===== config.mk =====
export PLATFORM = sky130hd
export DESIGN_NAME = store_seq_ctrl_flat
export DESIGN_NICKNAME = d
export VERILOG_FILES = /design/src/rtl/store_seq_ctrl_if.sv /design/src/rtl/store_seq_ctrl.sv /design/src/flat_wrapper.sv
export SDC_FILE = /design/constraint.sdc
export NUM_CORES = 1
export LEC_CHECK = 0
export ABC_AREA = 1
export BUFFER_PORTS_ARGS = -buffer_cell sky130_fd_sc_hd__buf_2
export CORE_MARGIN = 10
export CORE_UTILIZATION = 43
export CTS_CLUSTER_DIAMETER = 80
export DETAILED_ROUTE_END_ITERATION = 10
export PLACE_DENSITY = 0.84
export SLEW_MARGIN = 20
export SYNTH_ARGS = -nofsm -noshare
export SYNTH_HDL_FRONTEND = slang
export SYNTH_SLANG_ARGS = --single-unit

===== constraint.sdc =====
create_clock -name clk -period 1.3 [get_ports clk]
set_clock_uncertainty 0.15 [all_clocks]
set_input_delay 0.065 -clock clk [delete_from_list [all_inputs] [get_ports clk]]
set_output_delay 0.065 -clock clk [all_outputs]
set_load 0.05 [all_outputs]

===== src/rtl/store_seq_ctrl_if.sv =====
// Request/memory-control bundle between a store requester and store_seq_ctrl.
// The requester drives start/store_type/addr_in; the controller drives the rest.
interface store_seq_ctrl_if;
  logic        start;
  logic [1:0]  store_type;
  logic [31:0] addr_in;
  logic [31:0] mem_addr;
  logic        mem_wr;
  logic        mdr_load;
  logic [1:0]  controleSS;
  logic        busy;
  logic        done;
  logic        store_exc;

  modport master (
    output start, store_type, addr_in,
    input  mem_addr, mem_wr, mdr_load, controleSS, busy, done, store_exc
  );

  modport slave (
    input  start, store_type, addr_in,
    output mem_addr, mem_wr, mdr_load, controleSS, busy, done, store_exc
  );
endinterface


===== src/rtl/store_seq_ctrl.sv =====
// Store sequencer: read-modify-write for sb/sh, direct write for sw,
// and rejection of misaligned or illegal requests with a one-cycle exception pulse.
module store_seq_ctrl #(
  parameter int unsigned MEM_LATENCY = 1,
  parameter int unsigned CNT_W       = 4
) (
  input  logic            clk,
  input  logic            reset,
  store_seq_ctrl_if.slave bus
);

  typedef enum logic [1:0] {
    ST_SW  = 2'b00,
    ST_SB  = 2'b01,
    ST_SH  = 2'b10,
    ST_ILL = 2'b11
  } store_t;

  typedef enum logic [2:0] {
    S_IDLE,
    S_READ,
    S_LOAD,
    S_WRITE,
    S_DONE,
    S_EXC
  } state_t;

  state_t            state_q, state_d;
  logic [1:0]        type_q;
  logic [31:0]       addr_q;
  logic [CNT_W-1:0]  cnt_q;
  logic              accept;
  logic              exc_req;

  assign accept = (state_q == S_IDLE) && bus.start;

  // Word stores need 4-byte alignment, half stores 2-byte; bytes never misalign.
  assign exc_req = (bus.store_type == ST_ILL) ||
                   ((bus.store_type == ST_SW) && (bus.addr_in[1:0] != 2'b00)) ||
                   ((bus.store_type == ST_SH) && bus.addr_in[0]);

  // NOTE: sequential state uses non-blocking (<=) so every register samples
  // pre-edge values regardless of statement order.
  always_ff @(posedge clk) begin
    if (reset) begin
      state_q <= S_IDLE;
      type_q  <= 2'b00;
      addr_q  <= '0;
      cnt_q   <= '0;
    end else begin
      state_q <= state_d;
      if (accept) begin
        type_q <= bus.store_type;
        addr_q <= bus.addr_in;
        cnt_q  <= CNT_W'(MEM_LATENCY - 1);
      end else if (state_q == S_READ && cnt_q != '0) begin
        cnt_q <= cnt_q - 1'b1;
      end
    end
  end

  // NOTE: every always_comb output gets a default before the case so no
  // path leaves a variable unassigned (which would infer a latch).
  always_comb begin
    state_d = state_q;
    case (state_q)
      S_IDLE: begin
        if (bus.start) begin
          if (exc_req)                        state_d = S_EXC;
          else if (bus.store_type == ST_SW)   state_d = S_WRITE;
          else                                state_d = S_READ;
        end
      end
      S_READ:  if (cnt_q == '0) state_d = S_LOAD;
      S_LOAD:  state_d = S_WRITE;
      S_WRITE: state_d = S_DONE;
      S_DONE:  state_d = S_IDLE;
      S_EXC:   state_d = S_IDLE;
      default: state_d = S_IDLE;
    endcase
  end

  // Moore outputs: decoded only from state and latched registers.
  always_comb begin
    bus.mem_wr     = 1'b0;
    bus.mdr_load   = 1'b0;
    bus.controleSS = 2'b00;
    bus.done       = 1'b0;
    bus.store_exc  = 1'b0;
    bus.busy       = (state_q != S_IDLE);
    bus.mem_addr   = addr_q;
    case (state_q)
      S_LOAD:  bus.mdr_load = 1'b1;
      S_WRITE: begin
        bus.mem_wr     = 1'b1;
        bus.controleSS = type_q;
      end
      S_DONE:  bus.done      = 1'b1;
      S_EXC:   bus.store_exc = 1'b1;
      default: ;
    endcase
  end

endmodule


===== src/flat_wrapper.sv =====
// flat-port wrapper written by rule: the top's interface ports become plain ports
module store_seq_ctrl_flat 
#(
  parameter int unsigned MEM_LATENCY = 1,
  parameter int unsigned CNT_W       = 4
)
  (clk, reset, bus_start, bus_store_type, bus_addr_in, bus_mem_addr, bus_mem_wr, bus_mdr_load, bus_controleSS, bus_busy, bus_done, bus_store_exc);
  store_seq_ctrl_if bus_i ();
  input  logic clk;
  input  logic reset;
  input wire logic [$bits(bus_i.start)-1:0] bus_start;
  input wire logic [$bits(bus_i.store_type)-1:0] bus_store_type;
  input wire logic [$bits(bus_i.addr_in)-1:0] bus_addr_in;
  output wire logic [$bits(bus_i.mem_addr)-1:0] bus_mem_addr;
  output wire logic [$bits(bus_i.mem_wr)-1:0] bus_mem_wr;
  output wire logic [$bits(bus_i.mdr_load)-1:0] bus_mdr_load;
  output wire logic [$bits(bus_i.controleSS)-1:0] bus_controleSS;
  output wire logic [$bits(bus_i.busy)-1:0] bus_busy;
  output wire logic [$bits(bus_i.done)-1:0] bus_done;
  output wire logic [$bits(bus_i.store_exc)-1:0] bus_store_exc;
  assign bus_i.start = bus_start;
  assign bus_i.store_type = bus_store_type;
  assign bus_i.addr_in = bus_addr_in;
  assign bus_mem_addr = bus_i.mem_addr;
  assign bus_mem_wr = bus_i.mem_wr;
  assign bus_mdr_load = bus_i.mdr_load;
  assign bus_controleSS = bus_i.controleSS;
  assign bus_busy = bus_i.busy;
  assign bus_done = bus_i.done;
  assign bus_store_exc = bus_i.store_exc;
  store_seq_ctrl #(.MEM_LATENCY(MEM_LATENCY), .CNT_W(CNT_W)) u_core (.clk(clk), .reset(reset), .bus(bus_i));
endmodule

==> results.py, run 1 <==
metrics = {
    "status": {
        "status": "finished with violations",
        "violations": "setup timing",
    },
    "place": {
        "place_congestion": 0.769,
        "io_buffers": 75,
        "dp_hpwl_mm": 3.84,
        "dpl-instance-area_um2": 2400,
        "dp.cells": 361,
    },
    "synth": {
        "synth_area_leader_cell": "dfxtp_1",
        "synth_top_area_share_pct": 45.2,
        "synth_nets": 268,
        "synth_edf_count": 0,
        "synth_compound_area_share_pct": 12.8,
        "yosysSeqAreaShare_pct": 45.2,
        "synth_cell_type_count": 22,
        "synth_ff_type": "dfxtp_1",
        "ys_ff_latch": 41,
        "synth.cell_area_um2": 1820,
        "synthAdderAreaFrac_pct": 0.689,
        "ys_warn_count": 0,
        "synthMuxAreaShare_pct": 0,
        "netlist_instances": 230,
        "ys_top_cells_by_area": "dfxtp_1 (45%), nand2_1 (12%), nand3_1 (9.9%), a21oi_1 (7.4%), a21oi_2 (4.8%)",
        "synth_xor_area_share_pct": 0.482,
        "synthArstFlopShare_pct": 0,
        "yosys.cell_count.top_type": "nand2_1",
        "synthSimpleGateAreaFrac_pct": 30.9,
        "synth_top_family_by_area": "simple AND/OR/NAND/NOR gates",
        "synth_commonest_cells": "nand2_1 (56), dfxtp_1 (41), nand3_1 (36)",
        "avgSynthCellArea_um2": 7.90,
    },
    "clock_tree": {
        "insertion_delay_ns": 0.30,
        "ctsLongestPathBuffers": 2,
        "htreeDepth": 2,
        "clk_pin_slew_worst_paths_ns": 0.09,
        "clockRootBuffer": "clkbuf_8",
        "cts_sinks": 41,
        "numCtsBuffers": 5,
        "cts_tree": "done",
    },
    "global_route": {
        "grt_max_degree": 21,
        "grt_usage_pct": 16.3,
        "grt_pass1_vias": 2126,
        "grt_overflow": 0,
        "grt_pass1_wl_mm": 9.96,
        "antenna_found_initial": 1,
    },
    "worst_hold_path": {
        "whs_path_depth": 3,
        "min_path_type": "input pin to flop",
        "hold_path_startpoint": "bus_start",
        "holdPathEnd": "u_core.bus.mem_addr[12]",
    },
    "drt": {
        "detail_route.wl_per_cell_um": 17.1,
        "drt_iter0_markers": 136,
        "num_vias": 2108,
        "drcViolationCount": 0,
        "vias_per_cell": 5.12,
        "drtAntennaViolNets": 0,
        "dr.pass1.iters": 4,
        "wirelength_mm": 7.03,
    },
    "floorplan": {
        "chipHeight_um": 85,
        "rows": 23,
        "die-area_um2": 7230,
        "die_w_um": 85,
        "io_pins": 76,
        "initial_core_util_pct": 44.8,
        "core_um2": 4060,
    },
    "timing": {
        "grt_setup_unrepaired": "true",
        "min_period_over_period_pct": 112,
        "clock.fmax_ghz": 0.687,
        "tightestPinTransition_ns": 0.312,
        "relSlewSlack_pct": 79.2,
        "setup_viol": 46,
        "fin_ws_ns": -0.156,
        "drv_slew": 0,
        "post-route-min-period_ns": 1.46,
        "hold_viol_final": 0,
    },
    "setup_path": {
        "rr_worst_depth": 7,
        "critPathRequiredTime_ns": 1.33,
        "rr_endpoint": "u_core.bus.mem_addr[21]",
        "cp_max_fo": 6,
        "end_kind": "flop",
        "crit_arrival_ns": 1.49,
        "r2r_start": "u_core.state_q[2]",
        "cp-start-kind": "flop",
        "crit_type": "flop to flop",
        "rrSetupSlack_ns": -0.16,
    },
    "layout": {
        "stdcell_count": 412,
        "design_area_um2": 3290,
        "finalNetCount": 398,
        "syn_to_final_growth_pct": 81.2,
        "fin_util_pct": 81.1,
        "fill_cells": 199,
        "drive_gt1_share_pct": 53.5,
    },
    "power": {
        "p_leak_nw": 1.47,
        "power_density_nw_per_um2": 1390,
        "vdd.ir_drop.worst_mv": 1.06,
    },
    "flow_run": {
        "max_cap_viol_count": 0,
    },
}
worst max-delay path by stage:
stage	start	endpoint	slack [ns]	cells past startpoint
floorplan	u_core.state_q[1]	bus_store_exc	-0.06	2
global placement	u_core.cnt_q[0]	u_core.state_q[2]	-0.03	8
detailed placement	u_core.cnt_q[0]	u_core.state_q[2]	-0.07	8
CTS	u_core.state_q[0]	bus_mdr_load	-0.11	5
global route	u_core.state_q[2]	u_core.bus.mem_addr[11]	-0.19	7
finish	u_core.state_q[2]	u_core.bus.mem_addr[21]	-0.16	7
kinds of logic (layout without fill, tap and decap cells):
logic type,Yosys count,in the layout
simple gates,119,119
flops,41,41
compound gates,39,39
buf+inv,29,160
fa+ha+maj,1,1
xor+xnor,1,1
other cells,0,1
worst max-delay path, cell delays in order, from the launching register on:
cell and delay (ns):
dfxtp_2 0.36, inv_4 0.10, nand2_4 0.07, nor2_8 0.21, nand2_8 0.12, clkbuf_16 0.19
nand2_1 0.07, a21oi_1 0.06
per-stage QoR:
step / hold slack [ns] / TNS (ns) / setup WS (ns) / power (mW)
final: 0.0313 / -5.11 / -0.156 / 4.59
after global routing: 0.0499 / -6.90 / -0.193 / 4.77
after CTS: 0.0316 / -0.892 / -0.109 / 4.13
after detailed placement: 0.187 / -0.541 / -0.0686 / 3.09
after global placement: 0.177 / -0.0796 / -0.0251 / 3.07
after floorplan: 0.0625 / -0.902 / -0.0603 / 2.72
report_power, final:
part           switching (mW)  internal [mW]  total (mW)  leakage [nW]
Combinational            1.33          0.885        2.21          1.09
Clock                   0.483          0.381       0.864        0.0445
Sequential              0.118           1.40        1.52         0.338
layout by cell type (no fill, tap or decap), drive strengths merged, types with 2 or more instances in the layout:
cell / synthesis / layout
nand2: 58 / 58
clkbuf: 4 / 9
dfxtp: 41 / 41
nand3: 40 / 40
nor2: 19 / 19
inv: 14 / 15
o21ai: 2 / 2
dlygate4sd3: 0 / 35
buf: 11 / 99
a21oi: 37 / 37
nor3: 2 / 2
layer usage:
layer | vias to the layer above | track usage (%) | wire (um)
li1 | 1017 | - | -
met1 | 989 | 16.8 | 2630
met2 | 81 | 28.9 | 3700
met3 | 21 | 5.74 | 456
met4 | 0 | 7.49 | 249
met5 | - | 0 | 0
cell type report:
class,count,area (um^2),area share (%)
clock buffers,5,68.8,2.09
repair buffers,138,1140,34.7
inverters,14,65.1,1.98
flip-flops and latches,41,830,25.2
clock inverters,3,21.3,0.646
multi-input cells,160,1100,33.4
diodes,1,2.50,0.0760
well taps,50,62.6,1.90
what timing repair did:
action                                  in CTS  in global routing
gates resized for setup                     31                 58
hold buffers                                35                  0
endpoints found under the hold margin       36                  0
setup buffers                                0                  3
endpoints found under the setup margin      30                 48
pin swaps                                    2                 10
cloned                                       0                  4
registers in the layout (all words and copies together), names as in the netlist:
signal / flops
u_core.bus.mem_addr: 32
u_core.cnt_q: 4
u_core.state_q: 3
u_core.type_q: 2
Power figures use the tool's default switching activity.
==> inputs of run 2 (changes only) <==
- ABC_AREA: 1 -> default
- CORE_UTILIZATION: 43 -> 41
- PLACE_DENSITY: 0.84 -> 0.83
==> run 2 against run 1 <==
Against the previous run: the run still ends with setup timing left; combinational power down 37%; die area fell by 4.5%; setup slack worse by 0.22 ns; utilization rose by 5.0 points; total power decreased by 21%; count of clock-buffer cells in the layout is 1 higher; non-clock buffer count is 3 higher; highest routed layer unchanged.
==> results.py, run 2 <==
metrics = {
    "status": {
        "status": "finished with violations",
        "violations": "setup timing",
    },
    "timing": {
        "drv_slew": 0,
        "setup_viol": 47,
        "relSlewSlack_pct": 77.3,
        "min_period_over_period_pct": 129,
        "post-route-min-period_ns": 1.67,
        "grt_setup_unrepaired": "true",
        "hold_viol_final": 0,
        "fin_ws_ns": -0.373,
        "tightestPinTransition_ns": 0.340,
        "clock.fmax_ghz": 0.598,
        "timing.setup.tns_ns": -11.72,
    },
    "floorplan": {
        "die-area_um2": 6900,
        "core_um2": 3740,
        "rows": 22,
        "die_w_um": 83.1,
        "chipHeight_um": 83.1,
        "io_pins": 76,
        "initial_core_util_pct": 43.5,
    },
    "place": {
        "post-place-ws_ns": -0.300,
        "io_buffers": 75,
        "place_congestion": 0.829,
        "dp_hpwl_mm": 3.38,
        "dpl-instance-area_um2": 2160,
        "dp.cells": 329,
    },
    "setup_path": {
        "rr_endpoint": "u_core.bus.mem_addr[17]",
        "rr_worst_depth": 6,
        "critical_path.slowest_cell": "dfxtp_4",
        "path_cells": "buf_6 -> nor4b_4 -> buf_6 -> buf_8 -> nand2_2 -> a21oi_2",
        "end_kind": "flop",
        "cp-start-kind": "flop",
        "critical_path.most_common_cell": "buf_6",
        "crit_type": "flop to flop",
        "cpPeakStageDelay_ns": 0.37,
        "rrSetupSlack_ns": -0.37,
        "cp_max_fo": 7,
        "r2r_start": "u_core.state_q[1]",
        "crit_arrival_ns": 1.73,
        "critPathRequiredTime_ns": 1.36,
    },
    "synth": {
        "yosysSeqAreaShare_pct": 50.3,
        "synth_commonest_cells": "nand2_1 (71), dfxtp_1 (41), a21oi_1 (38)",
        "synth_top_area_share_pct": 50.3,
        "synth_area_leader_cell": "dfxtp_1",
        "ys_ff_latch": 41,
        "yosys.cell_count.top_type": "nand2_1",
        "synthArstFlopShare_pct": 0,
        "avgSynthCellArea_um2": 8.03,
        "synth.cell_area_um2": 1630,
        "synth_ff_type": "dfxtp_1",
        "ys_warn_count": 0,
        "synth_cell_type_count": 31,
        "synth_edf_count": 0,
        "ys_top_cells_by_area": "dfxtp_1 (50%), nand2_1 (16%), a21oi_1 (12%), buf_2 (2.1%), nor4b_4 (1.5%)",
        "synth_nets": 241,
        "netlist_instances": 203,
    },
    "global_route": {
        "antenna_found_initial": 0,
        "use_met3_pct": 5.66,
        "use_met2_pct": 28.9,
        "met1_usage_pct": 16.1,
        "grt_pass1_vias": 1900,
        "grt_overflow": 0,
        "grt_usage_pct": 15.9,
        "busiest_layer": "met2",
        "grt_max_degree": 22,
        "grt_pass1_wl_mm": 9.25,
    },
    "layout": {
        "mostFrequentLayoutCell": "buf_2",
        "finalNetCount": 375,
        "largest_register_ffs": 32,
        "syn_to_final_growth_pct": 97.9,
        "diodes": 0,
        "design_area_um2": 3230,
        "stdcell_count": 386,
        "drive_gt1_share_pct": 59.5,
        "layout_common_cells": "buf_2 (68), dfxtp_1 (36), dlygate4sd3_1 (35)",
        "fin_util_pct": 86.2,
    },
    "power": {
        "vdd.ir_drop.worst_mv": 0.893,
        "p_leak_nw": 1.47,
        "power_density_nw_per_um2": 1120,
    },
    "clock_tree": {
        "numCtsBuffers": 5,
        "ctsLongestPathBuffers": 2,
        "cts_tree": "done",
        "cts_sinks": 41,
        "clk_pin_slew_worst_paths_ns": 0.08,
        "htreeDepth": 2,
        "insertion_delay_ns": 0.29,
        "clockRootBuffer": "clkbuf_8",
    },
    "drt": {
        "vias_per_cell": 5.20,
        "drtAntennaViolNets": 0,
        "drcViolationCount": 0,
        "wirelength_mm": 7.32,
        "detail_route.wl_per_cell_um": 19.0,
        "num_vias": 2006,
        "dr.pass1.iters": 4,
        "drt_iter0_markers": 135,
    },
    "flow_run": {
        "max_cap_viol_count": 0,
    },
    "worst_hold_path": {
        "whs_path_depth": 4,
        "hold_path_startpoint": "bus_start",
        "min_path_type": "input pin to flop",
        "holdPathEnd": "u_core.state_q[1]",
    },
}
run 2: cell types whose count changed in the layout (fill, tap and decap cells not counted), sizes merged, moves of 3 or more:
cell   change
nand2     +13
inv       -12
nor3b      +4
nand3     -39
buf        +4
and2       +3
nor2      -15
run 2: power breakdown:
| part | internal (mW) | switching [mW] |
|---|---|---|
| registers | 1.35 | 0.0760 |
| clock network | 0.372 | 0.424 |
| logic | 0.569 | 0.833 |
run 2: worst max-delay path, delay by kind of cell (launching register included):
| family | cells | cell delay (ns) |
|---|---|---|
| compound gates | 1 | 0.17 |
| buf+inv | 3 | 0.50 |
| flops | 1 | 0.37 |
| simple gates | 2 | 0.39 |
run 2: metal layers:
layer | part of all wire (%) | vias to the layer above
met5 | 0 | -
met1 | 35 | 961
met3 | 6.6 | 19
met2 | 55 | 79
met4 | 3.2 | 0
li1 | - | 947
run 2: layout make-up:
class                   count  area [um^2]
repair buffers            141         1150
flip-flops and latches     41          832
multi-input cells         145         1090
inverters                   3         11.3
fillers                   192          518
well taps                  48         60.1
clock buffers               6         72.6
clock inverters             2         10.0
run 2: worst max path at each step:
stage	end	start
after floorplan	u_core.bus.mem_addr[10]	u_core.state_q[2]
after global placement	u_core.cnt_q[3]	u_core.cnt_q[0]
after detailed placement	u_core.cnt_q[3]	u_core.cnt_q[0]
after CTS	u_core.cnt_q[3]	u_core.cnt_q[0]
after global routing	u_core.bus.mem_addr[19]	u_core.state_q[1]
final	u_core.bus.mem_addr[17]	u_core.state_q[1]
run 2: kinds of logic after synthesis:
kind of cell,synth area share [%]
simple gates,28.6
compound gates,15.3
flops,50.3
buf+inv,4.91
fa+ha+maj,0.767
run 2: repair_timing:
item / in CTS / in global routing
hold buffers: 35 / 0
setup endpoints to repair: 47 / 48
gates resized for setup: 61 / 77
setup buffers: 5 / 4
pin swaps: 18 / 34
endpoints found under the hold margin: 36 / 0
cloned: 1 / 4
run 2: through the flow:
| step | total power, mW | hold slack [ns] |
|---|---|---|
| after global routing | 3.80 | 0.125 |
| after global placement | 2.31 | 0.155 |
| after detailed placement | 2.33 | 0.163 |
| after CTS | 3.32 | 0.0738 |
| final | 3.63 | 0.104 |
| after floorplan | 2.08 | 0.0510 |
